## config.mk

```make
export PLATFORM = sky130hd
export DESIGN_NAME = fifo_ram_ctrl_flat
export DESIGN_NICKNAME = d
export VERILOG_FILES = /design/src/rtl/fifo_pkg.sv /design/src/rtl/fifo_ram_ctrl_if.sv /design/src/rtl/fifo_ptr_ctrl.sv /design/src/rtl/fifo_ram_ctrl.sv /design/src/flat_wrapper.sv
export SDC_FILE = /design/constraint.sdc
export NUM_CORES = 1
export LEC_CHECK = 0
export ABC_AREA = 1
export ABC_CLOCK_PERIOD_IN_PS = 1650
export CAP_MARGIN = 20
export CORE_ASPECT_RATIO = 1.1
export CORE_MARGIN = 5
export CORE_UTILIZATION = 44
export DETAILED_ROUTE_END_ITERATION = 10
export GPL_TIMING_DRIVEN = 0
export PLACE_DENSITY = 0.89
export SKIP_LAST_GASP = 1
export SLEW_MARGIN = 10
export SYNTH_ARGS = -nofsm -noshare
export SYNTH_HDL_FRONTEND = slang
export SYNTH_SLANG_ARGS = --single-unit
```

## constraint.sdc

```tcl
create_clock -name clk -period 1.65 [get_ports clk]
set_input_delay 0.33 -clock clk [delete_from_list [all_inputs] [get_ports clk]]
set_output_delay 0.33 -clock clk [all_outputs]
set_load 0.02 [all_outputs]
```

## src/rtl/fifo_pkg.sv

```systemverilog
// Shared definitions for the FIFO RAM controller: parameter defaults and the
// output-stage FSM state encoding.
package fifo_pkg;

  localparam int DEF_DATA_WIDTH = 8;
  localparam int DEF_FIFO_DEPTH = 16;
  localparam int DEF_ADDR_WIDTH = 4;
  localparam int DEF_AFULL_LVL  = 12;

  // IDLE: no word held, FETCH: RAM read in flight, HOLD: rd_data valid
  typedef enum logic [1:0] {
    ST_IDLE  = 2'd0,
    ST_FETCH = 2'd1,
    ST_HOLD  = 2'd2
  } rd_state_e;

endpackage

```

## src/rtl/fifo_ram_ctrl_if.sv

```systemverilog
// Bundle of push/pop handshakes, attached RAM ports and status flags for
// fifo_ram_ctrl. slave = the controller, master = its parent/environment.
//
// Handshake rule (both push and pop): a word transfers on a rising edge where
// valid and ready are both high; valid never waits on ready, and the producer
// holds data stable while valid is high and ready is low.
interface fifo_ram_ctrl_if
  import fifo_pkg::*;
#(
  parameter int DATA_WIDTH = DEF_DATA_WIDTH,
  parameter int ADDR_WIDTH = DEF_ADDR_WIDTH
);

  logic                  wr_valid;
  logic                  wr_ready;
  logic [DATA_WIDTH-1:0] wr_data;

  logic                  rd_valid;
  logic                  rd_ready;
  logic [DATA_WIDTH-1:0] rd_data;

  logic                  ram_w_en;
  logic [ADDR_WIDTH-1:0] ram_w_addr;
  logic [DATA_WIDTH-1:0] ram_w_data;

  logic                  ram_r_en;
  logic [ADDR_WIDTH-1:0] ram_r_addr;
  logic [DATA_WIDTH-1:0] ram_r_data;

  logic [ADDR_WIDTH:0]   count;
  logic                  full;
  logic                  empty;
  logic                  afull;

  modport slave (
    input  wr_valid, wr_data, rd_ready, ram_r_data,
    output wr_ready, rd_valid, rd_data,
    output ram_w_en, ram_w_addr, ram_w_data,
    output ram_r_en, ram_r_addr,
    output count, full, empty, afull
  );

  modport master (
    output wr_valid, wr_data, rd_ready, ram_r_data,
    input  wr_ready, rd_valid, rd_data,
    input  ram_w_en, ram_w_addr, ram_w_data,
    input  ram_r_en, ram_r_addr,
    input  count, full, empty, afull
  );

endinterface

```

## src/rtl/fifo_ptr_ctrl.sv

```systemverilog
// Write/read pointers, occupancy count and registered status flags.
// Pointers carry one extra wrap bit so equal pointers mean "RAM holds no
// unread word". count also includes words in flight or held by the output
// stage, so it is tracked separately from the pointer difference.
module fifo_ptr_ctrl
  import fifo_pkg::*;
#(
  parameter int FIFO_DEPTH = DEF_FIFO_DEPTH,
  parameter int ADDR_WIDTH = DEF_ADDR_WIDTH,
  parameter int AFULL_LVL  = DEF_AFULL_LVL
) (
  input  logic                  clk,
  input  logic                  rst,
  input  logic                  flush,
  input  logic                  push,
  input  logic                  pop,
  input  logic                  rd_issue,
  output logic [ADDR_WIDTH-1:0] w_addr,
  output logic [ADDR_WIDTH-1:0] r_addr,
  output logic                  ram_empty,
  output logic [ADDR_WIDTH:0]   count,
  output logic                  full,
  output logic                  empty,
  output logic                  afull
);

  localparam logic [ADDR_WIDTH:0] DEPTH_C = (ADDR_WIDTH + 1)'(FIFO_DEPTH);
  localparam logic [ADDR_WIDTH:0] AFULL_C = (ADDR_WIDTH + 1)'(AFULL_LVL);
  localparam logic [ADDR_WIDTH:0] ONE_C   = (ADDR_WIDTH + 1)'(1);

  logic [ADDR_WIDTH:0] w_ptr;
  logic [ADDR_WIDTH:0] r_ptr;
  logic [ADDR_WIDTH:0] count_nxt;

  assign w_addr    = w_ptr[ADDR_WIDTH-1:0];
  assign r_addr    = r_ptr[ADDR_WIDTH-1:0];
  assign ram_empty = (w_ptr == r_ptr);

  // Next occupancy: simultaneous push and pop cancel out
  always_comb begin
    count_nxt = count;
    if (push && !pop) begin
      count_nxt = count + ONE_C;
    end else if (pop && !push) begin
      count_nxt = count - ONE_C;
    end
  end

  // Pointers, count and flags; flags derive from the next count so they
  // always match the registered count
  always_ff @(posedge clk) begin
    if (rst || flush) begin
      w_ptr <= '0;
      r_ptr <= '0;
      count <= '0;
      full  <= 1'b0;
      empty <= 1'b1;
      afull <= 1'b0;
    end else begin
      if (push) begin
        w_ptr <= w_ptr + ONE_C;
      end
      if (rd_issue) begin
        r_ptr <= r_ptr + ONE_C;
      end
      count <= count_nxt;
      full  <= (count_nxt == DEPTH_C);
      empty <= (count_nxt == '0);
      afull <= (count_nxt >= AFULL_C);
    end
  end

endmodule

```

## src/rtl/fifo_ram_ctrl.sv

```systemverilog
// Controller for an external synchronous fifo_ram (read data one cycle after
// ram_r_en). Pushes go straight to RAM; a one-word show-ahead output stage
// fetches from RAM and presents the head word on rd_data.
// Optional error flags are built when FIFO_RAM_CTRL_ERR_EN is defined.
module fifo_ram_ctrl
  import fifo_pkg::*;
#(
  parameter int DATA_WIDTH = DEF_DATA_WIDTH,
  parameter int FIFO_DEPTH = DEF_FIFO_DEPTH,
  parameter int ADDR_WIDTH = DEF_ADDR_WIDTH,
  parameter int AFULL_LVL  = DEF_AFULL_LVL
) (
  input  logic                  clk,
  input  logic                  rst,
  input  logic                  flush,
  fifo_ram_ctrl_if.slave        bus,
`ifdef FIFO_RAM_CTRL_ERR_EN
  input  logic                  err_clr,
  output logic                  err_ovf,
  output logic                  err_unf,
`endif
  output rd_state_e             dbg_state
);

  rd_state_e             state;
  logic                  push;
  logic                  pop;
  logic                  rd_issue;
  logic                  ram_empty;
  logic [ADDR_WIDTH-1:0] w_addr;
  logic [ADDR_WIDTH-1:0] r_addr;
  logic [DATA_WIDTH-1:0] fetch_data;

  // wr_ready looks only at the registered full flag, so a pop while full
  // frees a slot for a push on the following cycle
  assign bus.wr_ready = !bus.full && !flush && !rst;
  assign push         = bus.wr_valid && bus.wr_ready;
  assign pop          = bus.rd_valid && bus.rd_ready && !flush && !rst;

  // A new RAM read starts when the output stage is empty or being emptied
  assign rd_issue = !ram_empty && !flush && !rst &&
                    ((state == ST_IDLE) || (state == ST_HOLD && pop));

  assign bus.ram_w_en   = push;
  assign bus.ram_w_addr = w_addr;
  assign bus.ram_w_data = bus.wr_data;
  assign bus.ram_r_en   = rd_issue;
  assign bus.ram_r_addr = r_addr;
  assign fetch_data     = bus.ram_r_data;
  assign dbg_state      = state;

  fifo_ptr_ctrl #(
    .FIFO_DEPTH (FIFO_DEPTH),
    .ADDR_WIDTH (ADDR_WIDTH),
    .AFULL_LVL  (AFULL_LVL)
  ) u_ptr (
    .clk       (clk),
    .rst       (rst),
    .flush     (flush),
    .push      (push),
    .pop       (pop),
    .rd_issue  (rd_issue),
    .w_addr    (w_addr),
    .r_addr    (r_addr),
    .ram_empty (ram_empty),
    .count     (bus.count),
    .full      (bus.full),
    .empty     (bus.empty),
    .afull     (bus.afull)
  );

  // Output stage FSM; flush drops any in-flight read by returning to IDLE
  always_ff @(posedge clk) begin
    if (rst) begin
      state        <= ST_IDLE;
      bus.rd_valid <= 1'b0;
      bus.rd_data  <= '0;
    end else if (flush) begin
      state        <= ST_IDLE;
      bus.rd_valid <= 1'b0;
    end else begin
      case (state)
        ST_IDLE: begin
          if (rd_issue) begin
            state <= ST_FETCH;
          end
        end
        ST_FETCH: begin
          state        <= ST_HOLD;
          bus.rd_valid <= 1'b1;
          bus.rd_data  <= fetch_data;
        end
        ST_HOLD: begin
          if (pop) begin
            state        <= rd_issue ? ST_FETCH : ST_IDLE;
            bus.rd_valid <= 1'b0;
          end
        end
        default: begin
          state        <= ST_IDLE;
          bus.rd_valid <= 1'b0;
        end
      endcase
    end
  end

`ifdef FIFO_RAM_CTRL_ERR_EN
  // Sticky misuse flags: push attempted while full, pop attempted while empty
  always_ff @(posedge clk) begin
    if (rst || flush || err_clr) begin
      err_ovf <= 1'b0;
      err_unf <= 1'b0;
    end else begin
      if (bus.wr_valid && bus.full) begin
        err_ovf <= 1'b1;
      end
      if (bus.rd_ready && !bus.rd_valid) begin
        err_unf <= 1'b1;
      end
    end
  end
`endif

endmodule

```

## src/flat_wrapper.sv

```systemverilog
// flat-port wrapper written by rule: the top's interface ports become plain ports
module fifo_ram_ctrl_flat import fifo_pkg::*;
#(
  parameter int DATA_WIDTH = DEF_DATA_WIDTH,
  parameter int FIFO_DEPTH = DEF_FIFO_DEPTH,
  parameter int ADDR_WIDTH = DEF_ADDR_WIDTH,
  parameter int AFULL_LVL  = DEF_AFULL_LVL
)
  (clk, rst, flush, dbg_state, bus_wr_valid, bus_wr_data, bus_rd_ready, bus_ram_r_data, bus_wr_ready, bus_rd_valid, bus_rd_data, bus_ram_w_en, bus_ram_w_addr, bus_ram_w_data, bus_ram_r_en, bus_ram_r_addr, bus_count, bus_full, bus_empty, bus_afull);
  fifo_ram_ctrl_if #(.DATA_WIDTH(DATA_WIDTH), .ADDR_WIDTH(ADDR_WIDTH)) bus_i ();
  input  logic clk;
  input  logic rst;
  input  logic flush;
  output rd_state_e dbg_state;
  input wire logic [$bits(bus_i.wr_valid)-1:0] bus_wr_valid;
  input wire logic [$bits(bus_i.wr_data)-1:0] bus_wr_data;
  input wire logic [$bits(bus_i.rd_ready)-1:0] bus_rd_ready;
  input wire logic [$bits(bus_i.ram_r_data)-1:0] bus_ram_r_data;
  output wire logic [$bits(bus_i.wr_ready)-1:0] bus_wr_ready;
  output wire logic [$bits(bus_i.rd_valid)-1:0] bus_rd_valid;
  output wire logic [$bits(bus_i.rd_data)-1:0] bus_rd_data;
  output wire logic [$bits(bus_i.ram_w_en)-1:0] bus_ram_w_en;
  output wire logic [$bits(bus_i.ram_w_addr)-1:0] bus_ram_w_addr;
  output wire logic [$bits(bus_i.ram_w_data)-1:0] bus_ram_w_data;
  output wire logic [$bits(bus_i.ram_r_en)-1:0] bus_ram_r_en;
  output wire logic [$bits(bus_i.ram_r_addr)-1:0] bus_ram_r_addr;
  output wire logic [$bits(bus_i.count)-1:0] bus_count;
  output wire logic [$bits(bus_i.full)-1:0] bus_full;
  output wire logic [$bits(bus_i.empty)-1:0] bus_empty;
  output wire logic [$bits(bus_i.afull)-1:0] bus_afull;
  assign bus_i.wr_valid = bus_wr_valid;
  assign bus_i.wr_data = bus_wr_data;
  assign bus_i.rd_ready = bus_rd_ready;
  assign bus_i.ram_r_data = bus_ram_r_data;
  assign bus_wr_ready = bus_i.wr_ready;
  assign bus_rd_valid = bus_i.rd_valid;
  assign bus_rd_data = bus_i.rd_data;
  assign bus_ram_w_en = bus_i.ram_w_en;
  assign bus_ram_w_addr = bus_i.ram_w_addr;
  assign bus_ram_w_data = bus_i.ram_w_data;
  assign bus_ram_r_en = bus_i.ram_r_en;
  assign bus_ram_r_addr = bus_i.ram_r_addr;
  assign bus_count = bus_i.count;
  assign bus_full = bus_i.full;
  assign bus_empty = bus_i.empty;
  assign bus_afull = bus_i.afull;
  fifo_ram_ctrl #(.DATA_WIDTH(DATA_WIDTH), .FIFO_DEPTH(FIFO_DEPTH), .ADDR_WIDTH(ADDR_WIDTH), .AFULL_LVL(AFULL_LVL)) u_core (.clk(clk), .rst(rst), .flush(flush), .bus(bus_i), .dbg_state(dbg_state));
endmodule
```

* Yosys cells after proc, flatten, opt, wreduce, memory -nomap -nowiden
Index checks and enable logic that the tools add are counted.
Cells by class: $add $sub $neg 4, $lt $le $gt $ge 1, eq/ne operators 6, muxes and demuxes 8, bitwise gates (word level) 2, reductions and logical operators 26
Operator list (number):
- adder 5 x 1 -> 5 bit, second input constant | 3
- logical AND 1 bit | 12
- two-way mux 5 bit | 2
- zero test 1 bit | 6
- case mux 2 bit (3 select lines) | 1
- AND reduction 2 bit | 3
- == test 5 bit | 1
- == test 5 bit, second input constant | 1
- >= comparator 5 x 4 -> 1 bit, second input constant | 1
- zero test 5 bit | 1
- subtractor 5 x 1 -> 5 bit, second input constant | 1
- two-way mux 2 bit | 2
- != test 2 x 1 -> 1 bit, second input constant | 2
- case mux 1 bit (3 select lines) | 1
- == test 2 x 1 -> 1 bit, second input constant | 1
- == test 2 bit, second input constant | 1
- zero test 2 bit | 1
- logical OR 1 bit | 2
- two-way mux 1 bit | 2
- NOT 1 bit | 2
- OR reduction 2 bit | 1
Word-level totals: flip-flop bits (word level) 29, bits of input ports 21, logic and storage cells 56

* Logic depth before layout (Yosys ltp)
Gate-level depths: netlist of the first run.
depth in word-level cells 9, gate-level depth with buffers 12, gate-level depth less buffers 12

* Modules after synthesis
From an unflattened synthesis of the first run, not the netlist that was laid out.
Unflattened totals: cells, all modules 224, area total of the unflattened synthesis 1535.2 µm²
By module, submodules not included:
- fifo_ptr_ctrl | times used 1, cells an instance 141, area each 977.2 µm²
- fifo_ram_ctrl | times used 1, cells an instance 83, area each 558.0 µm²

* Least setup slack after synthesis of the first run
Ideal clock, no wire load.
kind reg-to-reg, start point register u_core.u_ptr.count[0], end point register u_core.u_ptr.full, library setup time 0.064 ns, arrival 1.462 ns, data required time 1.586 ns, slack 0.124 ns, stages on the path, launching flop included 10, path through dfxtp_1 inv_1 ha_1 xnor2_1 nand3_1 nand3_1 nand2_1 nor2_2 nand2_1 nor2_1
On the way: longest elaborated chain between the ends 4, elaborated cells between the ends (all ways) 5
Ends and longest elaborated chain:
- from (decl) | RTL line fifo_ptr_ctrl.sv:21 | output logic [ADDR_WIDTH:0] count,
- from (signal assigned) | RTL line fifo_ptr_ctrl.sv:66 | count <= count_nxt;
- subtractor 5 x 1 -> 5 bit | RTL line fifo_ptr_ctrl.sv:45 | count_nxt = count - ONE_C;
- two-way mux 5 bit | RTL line fifo_ptr_ctrl.sv:44 | end else if (pop && !push) begin
- two-way mux 5 bit * | RTL line fifo_ptr_ctrl.sv:42 | if (push && !pop) begin
- == test 5 bit * | RTL line fifo_ptr_ctrl.sv:67 | full <= (count_nxt == DEPTH_C);
- to (signal assigned) | RTL line fifo_ptr_ctrl.sv:67
- to (decl) | RTL line fifo_ptr_ctrl.sv:22 | output logic full,
Mark *: on every way between the ends. The rest lies on a longest branch, timed or not. A chain may end at the register's enable or synchronous reset.

* Final worst setup path of the first run
start point register u_core.u_ptr.w_ptr[1], end point output bus_ram_r_en
On the way: longest elaborated chain between the ends 5
Ends and longest elaborated chain:
- from (decl) | RTL line fifo_ptr_ctrl.sv:31 | logic [ADDR_WIDTH:0] w_ptr;
- from (signal assigned) | RTL line fifo_ptr_ctrl.sv:61 | w_ptr <= w_ptr + ONE_C;
- == test 5 bit | RTL line fifo_ptr_ctrl.sv:37 | assign ram_empty = (w_ptr == r_ptr);
- zero test 1 bit | RTL line fifo_ram_ctrl.sv:41 | assign rd_issue = !ram_empty && !flush && !rst &&
- logical AND 1 bit (3 in series) | RTL line fifo_ram_ctrl.sv:41
- to (decl) | RTL line flat_wrapper.sv:25 | output wire logic [$bits(bus_i.ram_r_en)-1:0] bus_ram_r_en;
Every way passes these cells.

==> results of run 1 <==
per-stage QoR:
| stage | utilization | cell area, sq um | power (mW) | std cells | TNS, ps |
|---|---|---|---|---|---|
| 6_report | 0.6918 | 2489 | 1.593 | 345 | -12.53 |
| 5_1_grt | 0.6918 | 2489 | 1.646 | 345 | -153.5 |
| 4_1_cts | 0.6518 | 2345 | 1.560 | 331 | -101.3 |
| 3_5_place_dp | 0.6090 | 2191 | 0.9203 | 315 | -4533 |
| 3_3_place_gp | 0.6090 | 2191 | 0.9160 | 315 | -3850 |
| 2_1_floorplan | - | 1628 | 0.8370 | 215 | 0 |
registers in the layout (all words and copies together), names as in the netlist:
name / cells
u_core.dbg_state: 2
u_core.u_ptr.w_ptr: 5
u_core.bus.rd_data: 8
u_core.u_ptr.empty: 1
u_core.u_ptr.afull: 1
u_core.u_ptr.count: 5
u_core.u_ptr.full: 1
u_core.bus.rd_valid: 1
u_core.u_ptr.r_ptr: 5
worst max-delay path, delay by kind of cell, from the launching register on:
family,cells,cell delay (ps)
DFF,1,350
buffers and inverters,3,220
and+or+nand+nor,4,420
AOI/OAI and AO/OA,1,60
cell usage in the layout, fill, tap and decap left out, types with 2 or more instances in the layout:
cell / netlist / routed
nand4_1: 2 / 2
buf_6: 2 / 2
clkdlybuf4s50_1: 0 / 30
dfxtp_1: 29 / 19
dlygate4sd2_1: 0 / 13
nor3_1: 2 / 2
nand2_1: 28 / 27
clkdlybuf4s15_1: 0 / 2
o22ai_1: 2 / 2
nor2_2: 5 / 4
ha_1: 4 / 3
clkbuf_8: 0 / 7
xor2_1: 5 / 5
dfxtp_2: 0 / 9
a21oi_1: 19 / 19
xnor2_1: 3 / 3
nand2_4: 2 / 3
buf_2: 1 / 2
o21ai_0: 17 / 15
nand3_1: 14 / 13
nor3_4: 2 / 2
nor2_1: 13 / 13
dlymetal6s2s_1: 0 / 2
buf_4: 16 / 37
o21ai_1: 2 / 4
nand2_2: 6 / 6
inv_2: 2 / 8
inv_1: 32 / 26
nand3_2: 2 / 3
per-layer routing:
layer	track usage	vias to the layer above	routed length, um	part of all wire
met5	0	-	0	0
met4	0.1104	0	159	0.034
met3	0.04893	17	182	0.039
met2	0.3126	43	2581	0.56
met1	0.1884	828	1698	0.37
li1	-	828	-	-
cell type report:
class / count / area [sq um]
Timing Repair Buffer: 72 / 658.1
Tap cell: 50 / 62.56
Inverter: 35 / 136.4
Clock buffer: 7 / 96.34
Fill cell: 272 / 1109
Buffer: 20 / 155.1
Multi-Input combinational cell: 131 / 779.5
Sequential cell: 29 / 595.6
Clock inverter: 1 / 5.005
power by group:
group          switching, mW  leakage, nW  internal (mW)  total (mW)
sequential           0.00673        0.239          0.706       0.713
clock                  0.278       0.0542          0.376       0.654
combinational          0.108        0.923          0.119       0.226
cells by family (layout without fill, tap and decap cells):
kind of cell	Yosys count	after routing	synth area share
flip-flops	29	29	0.3567
AO/OA/AOI/OAI	41	41	0.1299
XOR/XNOR	8	8	0.04305
adder cells (fa/ha/maj)	4	4	0.03075
AND/OR/NAND/NOR	78	78	0.2629
buffers and inverters	55	135	0.1768
final timing paths:
kind                         startpoint               endpoint  depth (start not counted)
hold reg to reg   u_core.bus.rd_data[0]  u_core.bus.rd_data[0]                          2
setup / recovery  u_core.u_ptr.w_ptr[1]           bus_ram_r_en                          8
setup reg to reg  u_core.u_ptr.count[0]     u_core.u_ptr.empty                          8
hold / removal    u_core.bus.rd_data[0]  u_core.bus.rd_data[0]                          2
repair_timing:
action,in CTS,in global routing
buffers inserted,8,13
resized for setup,33,25
cloned,0,1
pin swaps,6,8
setup endpoints to repair,16,8
==> out/results.ini, run 1 <==
[status]
status=finished, violations left
violations=setup timing

[sta]
hold_violations=0
fin_crit_sh=1.008
finalSetupViolCount=1
relSlewSlack=0.6937
clock_skew_ps=9.110
timing.fmax_mhz=601.5
worstMarginPinSlew_ps=459.5
drv_slew=0
fin_ws_ps=-12.53
finalCriticalPeriod_ps=1663
rsz0062_at_grt=true
fin_hold_ws_ps=444.8

[global_route]
grt_overflow=0
antenna_found_initial=0
grt_pass1_vias=1534
grt_max_degree=11
globalRouteTotalUtil=0.1799
grt_pass1_wl_um=6755

[synthesis]
synth_area_sq_um=1628
netlist-cell-type-count=28
synth_edf_count=0
ys_seq_elements=29
ys_top_cells_by_count=32 x inv_1, 29 x dfxtp_1, 28 x nand2_1
netlist.area_leader.share=0.3566
synthTopCellsByArea=dfxtp_1 36%, buf_4 7.4%, inv_1 7.4%, nand2_1 6.5%, a21oi_1 5.8%
syn_nets=240
ys_seq_area_frac=0.3566
async_reset_ff_frac=0
ys.flop_type=dfxtp_1
yosysTopAreaCell=dfxtp_1
yosysMostFrequentCell=inv_1
netlist_instances=215
syn_area_per_cell_sq_um=7.571
yosys_warnings=0

[floorplan]
die_h_um=73.79
core_region_area_sq_um=3597
start_util=0.4525
io_pins=59
fp.dieW_um=68.00
rows=23
die_area_sq_um=5017

[worst_setup_path]
crit_slowest_cell=dfxtp_2
cp_max_fo=3
regToRegSetupSlack_ps=50
cp-start-kind=flop
path_class=flop to output pin
crit_arrival_ps=1330
crit_required_ps=1320
slowest_delay_ps=350
end_kind=output pin
path_cells=inv_2 -> nand2_1 -> o21ai_1 -> nor2_1 -> nand3_2 -> nand2_4 -> clkinv_4 -> buf_6

[power]
p_leak_nw=1.216
power.density_nw_per_um2=640.2
vdd_drop_max_mv=0.6173

[clocking]
h-tree-depth=2
numCtsBuffers=5
path_clk_slew_ps=70
cts_hold_buf=0
cts_buffer_depth=2
clock_latency_ps=290
cts.sinks=29
cts_tree=built
clock-root-buffer=clkbuf_8

[route]
viasPerCell=4.974
ant_nets=0
drt_iter0_drc=112
avgRoutedWirePerCell_um=13.40
vias=1716
drt-pass1-iter-count=4
routed_wl_um=4622
drc=0

[placed_design]
place_ws_ps=-919.4
place_hpwl_um=2929
io_buffers=50
place_congestion=0.8099

[min_path]
hold_class=flop to flop

[cells_and_area]
antenna_cells=0
drive_gt1_frac=0.3186
area_growth_pct=52.88
layout.nets=319

[run]
drv_cap=0

Power figures use the tool's default switching activity.
==> run 2, diff against run 1 <==
--- a/config.mk
+++ b/config.mk
@@ -6,14 +6,14 @@
 export NUM_CORES = 1
 export LEC_CHECK = 0
 export ABC_AREA = 1
-export ABC_CLOCK_PERIOD_IN_PS = 1650
+export ABC_CLOCK_PERIOD_IN_PS = 2110
 export CAP_MARGIN = 20
 export CORE_ASPECT_RATIO = 1.1
 export CORE_MARGIN = 5
-export CORE_UTILIZATION = 44
+export CORE_UTILIZATION = 48
 export DETAILED_ROUTE_END_ITERATION = 10
 export GPL_TIMING_DRIVEN = 0
-export PLACE_DENSITY = 0.89
+export PLACE_DENSITY = 0.95
 export SKIP_LAST_GASP = 1
 export SLEW_MARGIN = 10
 export SYNTH_ARGS = -nofsm -noshare
==> constraint.sdc (replaced) <==
create_clock -name clk -period 2.11 [get_ports clk]
set_input_delay 0.422 -clock clk [delete_from_list [all_inputs] [get_ports clk]]
set_output_delay 0.422 -clock clk [all_outputs]
set_load 0.02 [all_outputs]
==> out/results.ini, run 2 (synthesized netlist as in run 1, its figures left out) <==
[power]
p_leak_nw=1.005  ; -17%
vdd_drop_max_mv=0.3475  ; -44%
power.density_nw_per_um2=462.1  ; -28%

[placed_design]
place_congestion=0.8268  ; +2.1%
dp_cells=301  ; -4.4%
io_buffers=50  ; unchanged
place_hpwl_um=2840  ; -3.0%

[route]
ant_nets=0  ; unchanged
drt_iter0_drc=42  ; -63%
routed_wl_um=4024  ; -13%
viasPerCell=4.994  ; +0.40%
avgRoutedWirePerCell_um=12.82  ; -4.3%
drt-pass1-iter-count=4  ; unchanged
vias=1568  ; -8.6%
drc=0  ; unchanged

[floorplan]
fp.dieW_um=65.53  ; -3.6%
rows=22  ; -4.3%
start_util=0.4928  ; +0.04028
core_region_area_sq_um=3303  ; -8.2%
die_area_sq_um=4657  ; -7.2%
die_h_um=71.08  ; -3.7%
io_pins=59  ; unchanged

[min_path]
hp-start=u_core.bus.rd_data[0]
hold_class=flop to flop

[cells_and_area]
n_fill_cell=259  ; -4.8%
largest_register_ffs=8  ; unchanged
largest_register=u_core.bus.rd_data
antenna_cells=0  ; unchanged
drive_gt1_frac=0.2122  ; -0.1064
area_growth_pct=38.51
layout.nets=302  ; -5.3%
layout_common_cells=47 x clkdlybuf4s50_1, 31 x inv_1, 29 x dfxtp_1
final_cells=314  ; -9.0%
final_common_cell=clkdlybuf4s50_1

[sta]
timing.fmax_mhz=464.6
clock_skew_ps=16.05  ; +6.938 ps
rsz0062_at_grt=true
worstMarginPinSlew_ps=417.8  ; -41.67 ps
fin_ws_ps=-42.46  ; -29.93 ps
drv_slew=0  ; unchanged
hold_violations=0  ; unchanged
fin_crit_sh=1.020
relSlewSlack=0.7215  ; +0.02778
setup_tns_ps=-42.46  ; -29.93 ps
finalCriticalPeriod_ps=2152
finalSetupViolCount=1  ; unchanged

[clocking]
clock-root-buffer=clkbuf_4
cts_buffer_depth=2  ; unchanged
path_clk_slew_ps=100  ; +30 ps
numCtsBuffers=5  ; unchanged
cts_hold_buf=0  ; unchanged
cts.sinks=29  ; unchanged
cts_tree=built
h-tree-depth=2  ; unchanged
clock_latency_ps=350  ; +60 ps

[worst_setup_path]
startpoint=flush
crit_slowest_cell=clkdlybuf4s50_1
slowest_delay_ps=480  ; +130 ps
end_kind=output pin
path_class=input port to output pin
path_cells=clkdlybuf4s50_1 -> inv_2 -> nand2_4 -> buf_6 -> nor3_4 -> nand2_4 -> clkinv_4 -> buf_4
path_common_cell=nand2_4
crit_arrival_ps=1730  ; +400 ps
crit_required_ps=1690  ; +370 ps
cp_max_fo=10  ; +7
cp-start-kind=input port
rr_startpoint=u_core.u_ptr.w_ptr[2]

[run]
drv_cap=0  ; unchanged

[status]
violations=setup timing
status=finished, violations left

[global_route]
grt_max_degree=11  ; unchanged
grt_pass1_vias=1539  ; +0.33%
globalRouteTotalUtil=0.1842  ; +0.004247
antenna_found_initial=0  ; unchanged
grt_pass1_wl_um=6699  ; -0.83%
grt_overflow=0  ; unchanged

-- run 2: changes by cell type in the layout (fill, tap and decap cells not counted), moves of 7 or more --
cell             before  now
buf_4                37   22
clkbuf_8              7    0
clkdlybuf4s50_1      30   47
dfxtp_1              19   29
dfxtp_2               9    0
dlygate4sd2_1        13    0
-- run 2: power breakdown --
part / switching, mW / internal (mW)
registers: 0.00513 / 0.552
clock network: 0.204 / 0.126
logic: 0.0754 / 0.0787
-- run 2: critical path, delay by kind of cell --
family	cells	cell delay, ps
buffers and inverters	5	910
AND/OR/NAND/NOR	3	380
-- run 2: layer usage --
metal,vias up,global-route usage,routed length [um]
met1,716,0.1996,1516
met2,43,0.3138,2133
li1,794,-,-
met4,0,0.1014,153
met5,-,0,0
met3,15,0.05873,220
-- run 2: what timing repair did --
item                       in CTS  in global routing
hold endpoints to repair        0                  0
buffers inserted                4                  1
pin swaps                       2                  1
gates resized for setup         9                  4
setup endpoints to repair       3                  3
-- run 2: through the flow --
| step | hold slack [ps] | total power [mW] | utilization | area (sq um) | setup slack [ps] |
|---|---|---|---|---|---|
| after floorplan | 452.3 | 0.6545 | - | 1628 | 496.9 |
| after global placement | 429.4 | 0.7162 | 0.6580 | 2173 | -620.7 |
| after detailed placement | 434.4 | 0.7188 | 0.6580 | 2173 | -631.9 |
| after CTS | 448.5 | 1.043 | 0.6814 | 2251 | 3.701 |
| after global routing | 463.0 | 1.088 | 0.6826 | 2255 | -91.05 |
| final | 448.0 | 1.042 | 0.6826 | 2255 | -42.46 |
-- run 2: path summary, 6_finish.rpt --
path / endpoint / slack (ps) / cells after the start
setup / recovery: bus_ram_r_en / -40 / 8
hold reg to reg: u_core.bus.rd_data[0] / 450 / 2
setup reg to reg: u_core.u_ptr.r_ptr[4] / 490 / 9
hold / removal: u_core.bus.rd_data[0] / 450 / 2
-- run 2: layout make-up --
class / instances / area [sq um] / share of cell area
timing repair buffer: 55 / 525.5 / 0.2331
clock inverter: 2 / 10.01 / 0.004440
inverter: 35 / 136.4 / 0.06049
tap: 36 / 45.04 / 0.01998
sequential: 29 / 580.6 / 0.2575
multi-input combinational: 131 / 764.5 / 0.3391
buffer: 20 / 151.4 / 0.06715
clock buffer: 6 / 41.29 / 0.01831
==> run 3, diff against run 2 <==
--- a/config.mk
+++ b/config.mk
@@ -5,15 +5,14 @@
 export SDC_FILE = /design/constraint.sdc
 export NUM_CORES = 1
 export LEC_CHECK = 0
-export ABC_AREA = 1
 export ABC_CLOCK_PERIOD_IN_PS = 2110
 export CAP_MARGIN = 20
 export CORE_ASPECT_RATIO = 1.1
 export CORE_MARGIN = 5
-export CORE_UTILIZATION = 48
+export CORE_UTILIZATION = 46
 export DETAILED_ROUTE_END_ITERATION = 10
 export GPL_TIMING_DRIVEN = 0
-export PLACE_DENSITY = 0.95
+export PLACE_DENSITY = 0.94
 export SKIP_LAST_GASP = 1
 export SLEW_MARGIN = 10
 export SYNTH_ARGS = -nofsm -noshare
==> out/results.ini, run 3 <==
[status]
status=finished, violations left
violations=setup timing

[sta]
rsz0062_at_grt=true
fin_ws_ps=-5.146  ; +37.31 ps
finalCriticalPeriod_ps=2115  ; -37.31 ps
clock_skew_ps=6.454  ; -9.594 ps
worstMarginPinSlew_ps=846.0  ; +428.2 ps
drv_slew=0  ; unchanged
timing.fmax_mhz=472.8  ; +1.8%
relSlewSlack=0.4339  ; -0.2875
finalSetupViolCount=1  ; unchanged
hold_violations=0  ; unchanged
fin_crit_sh=1.002  ; -0.01768

[route]
drt_iter0_drc=58  ; +38%
drc=0  ; unchanged
drt-pass1-iter-count=4  ; unchanged
routed_wl_um=3645  ; -9.4%
viasPerCell=5.395  ; +8.0%
ant_nets=0  ; unchanged
avgRoutedWirePerCell_um=14.24  ; +11%
vias=1381  ; -12%

[clocking]
cts_hold_buf=0  ; unchanged
cts_tree=built
h-tree-depth=2  ; unchanged
clock_latency_ps=320  ; -30 ps
numCtsBuffers=5  ; unchanged
clock-root-buffer=clkbuf_4
path_clk_slew_ps=80  ; -20 ps
cts_buffer_depth=2  ; unchanged
cts.sinks=29  ; unchanged

[synthesis]
netlist.area_leader.share=0.3847  ; +0.02809
ys_top_cells_by_count=29 x dfxtp_1, 23 x nor2_1, 16 x buf_4
synth_compound_area_frac=0.1103  ; -0.01962
synthMuxAreaShare=0.07960  ; +0.07960
synth_edf_count=0  ; unchanged
synth_area_sq_um=1509  ; -7.3%
synth-simple-area-share=0.2098  ; -0.05309
ys_seq_elements=29  ; unchanged
syn_area_per_cell_sq_um=9.431  ; +25%
async_reset_ff_frac=0  ; unchanged
synth_top_family_by_area=simple AND/OR/NAND/NOR gates
synth-xor-area-share=0.06965  ; +0.02661
ys.flop_type=dfxtp_1
yosysTopAreaCell=dfxtp_1
yosysMostFrequentCell=dfxtp_1
ys_seq_area_frac=0.3847  ; +0.02809
syn_nets=185  ; -23%
netlist_instances=160  ; -26%
synth-adder-area-share=0.03317  ; +0.002422
netlist-cell-type-count=41  ; +46%
yosys_warnings=0  ; unchanged
synthTopCellsByArea=dfxtp_1 38%, mux2i_1 8.0%, buf_4 8.0%, nor2_1 5.7%, xor2_1 4.1%

[floorplan]
rows=21  ; -4.5%
die_area_sq_um=4527  ; -2.8%
fp.dieW_um=64.61  ; -1.4%
start_util=0.4867  ; -0.006120
die_h_um=70.07  ; -1.4%
core_region_area_sq_um=3100  ; -6.1%
io_pins=59  ; unchanged

[worst_setup_path]
r2r.worst_path.cells=7  ; -2
rr_startpoint=u_core.u_ptr.count[0]
crit_arrival_ps=1690  ; -40 ps
path_common_cell=buf_6
path_class=input port to output pin
cpLargestDelayFamily=buffers and inverters
path_cells=dlygate4sd2_1 -> or2_1 -> buf_6 -> a211o_1 -> a31oi_4 -> buf_6
crit_end=bus_ram_r_en
end_kind=output pin
cp-start-kind=input port
reg2reg_to=u_core.u_ptr.full
regToRegSetupSlack_ps=160  ; -330 ps
crit_slowest_cell=dlygate4sd2_1
cp.depth=6  ; -2
slowest_delay_ps=290  ; -190 ps
cp_max_fo=4  ; -6
cp_num_buf_inv=3  ; -2
crit_required_ps=1690  ; about the same
startpoint=flush

[min_path]
hold_class=flop to flop

[power]
intPower_mw=0.7477  ; -1.3%
swShare=0.2462  ; -0.02659
power.total_mw=0.9919  ; -4.8%
combPwrFrac=0.130  ; -0.018
p_leak_nw=0.8736  ; -13%
vdd_drop_max_mv=0.3071  ; -12%
clockPowerShare=0.312  ; -0.005
pwr-share-seq=0.558  ; +0.023
power.density_nw_per_um2=459.3  ; -0.62%
p_sw_mw=0.2442  ; -14%

[placed_design]
dp_cells=244  ; -19%
place_congestion=0.8833  ; +6.8%
place_hpwl_um=2770  ; -2.5%
place_ws_ps=-865.0  ; -233.1 ps
io_buffers=50  ; unchanged

[cells_and_area]
layout.nets=246  ; -19%
final_cells=256  ; -18%
largest_register=u_core.bus.rd_data
layout_common_cells=44 x clkdlybuf4s50_1, 28 x dfxtp_1, 23 x nor2_1
final_common_cell=clkdlybuf4s50_1
area_growth_pct=43.12
drive_gt1_frac=0.1892  ; -0.02304
antenna_cells=0  ; unchanged
largest_register_ffs=8  ; unchanged
n_fill_cell=241  ; -6.9%
final_util=0.6965  ; +0.01395

[global_route]
globalRouteTotalUtil=0.1734  ; -0.01075
grt_overflow=0  ; unchanged
grt_pass1_vias=1385  ; -10%
grt_pass1_wl_um=6244  ; -6.8%
grt_max_degree=11  ; unchanged
antenna_found_initial=0  ; unchanged

[run]
drv_cap=0  ; unchanged

-- run 3: what timing repair did --
item,CTS,global route
setup endpoints to repair,7,4
setup buffers,4,0
gates resized for setup,23,3
pin swaps,2,0
-- run 3: layout make-up --
class	count	area, sq um	area share
tap	34	42.54	0.01970
clock buffer	6	41.29	0.01912
sequential	29	581.8	0.2694
buffer	21	175.2	0.08111
clock inverter	2	10.01	0.004635
timing repair buffer	54	524.3	0.2428
inverter	4	15.01	0.006952
multi-input combinational	106	769.5	0.3563
-- run 3: per-layer routing --
layer	GRT usage	vias up	wire [um]
li1	-	662	-
met1	0.1844	643	1329
met2	0.3028	58	1935
met3	0.06250	18	282
met4	0.07746	0	97
met5	0	-	0
-- run 3: how the worst min path moves through the flow --
stage | from | endpoint | slack [ps] | cells after the start
4_1_cts | u_core.u_ptr.r_ptr[4] | u_core.u_ptr.r_ptr[4] | 490 | 1
3_5_place_dp | u_core.u_ptr.r_ptr[4] | u_core.u_ptr.r_ptr[4] | 480 | 1
5_1_grt | u_core.u_ptr.r_ptr[4] | u_core.u_ptr.r_ptr[4] | 520 | 1
2_1_floorplan | u_core.u_ptr.r_ptr[4] | u_core.u_ptr.r_ptr[4] | 450 | 1
6_report | u_core.u_ptr.r_ptr[4] | u_core.u_ptr.r_ptr[4] | 490 | 1
3_3_place_gp | u_core.u_ptr.r_ptr[4] | u_core.u_ptr.r_ptr[4] | 460 | 1
-- run 3: logic make-up after synthesis --
kind of cell / after synthesis
XOR/XNOR: 12
flip-flops: 29
AND/OR/NAND/NOR: 60
adder cells (fa/ha/maj): 4
buffers and inverters: 25
multiplexers: 12
AO/OA/AOI/OAI: 18
-- run 3: worst register-to-register path, cell delays in order, from the launching register on --
cell and delay, ps:
dfxtp_1 370, inv_1 110, ha_1 190, nand4b_1 160, o311a_1 350, a2111oi_4 400, nor2_1 100, and3_1 160
-- run 3: power by group through the flow --
stage / clock (mW) / sequential [mW] / combinational, mW
floorplan: 0 / 0.569 / 0.0626
global placement: 0 / 0.566 / 0.121
detailed placement: 0 / 0.566 / 0.124
CTS: 0.316 / 0.553 / 0.130
global route: 0.347 / 0.554 / 0.137
finish: 0.309 / 0.553 / 0.129
-- run 3: through the flow --
step / TNS [ps] / cell area, sq um / hold WS, ps
floorplan: 0 / 1509 / 448.5
global placement: -4307 / 2052 / 463.4
detailed placement: -5083 / 2052 / 478.3
CTS: 0 / 2162 / 489.7
global route: -44.49 / 2160 / 522.9
finish: -5.146 / 2160 / 492.1
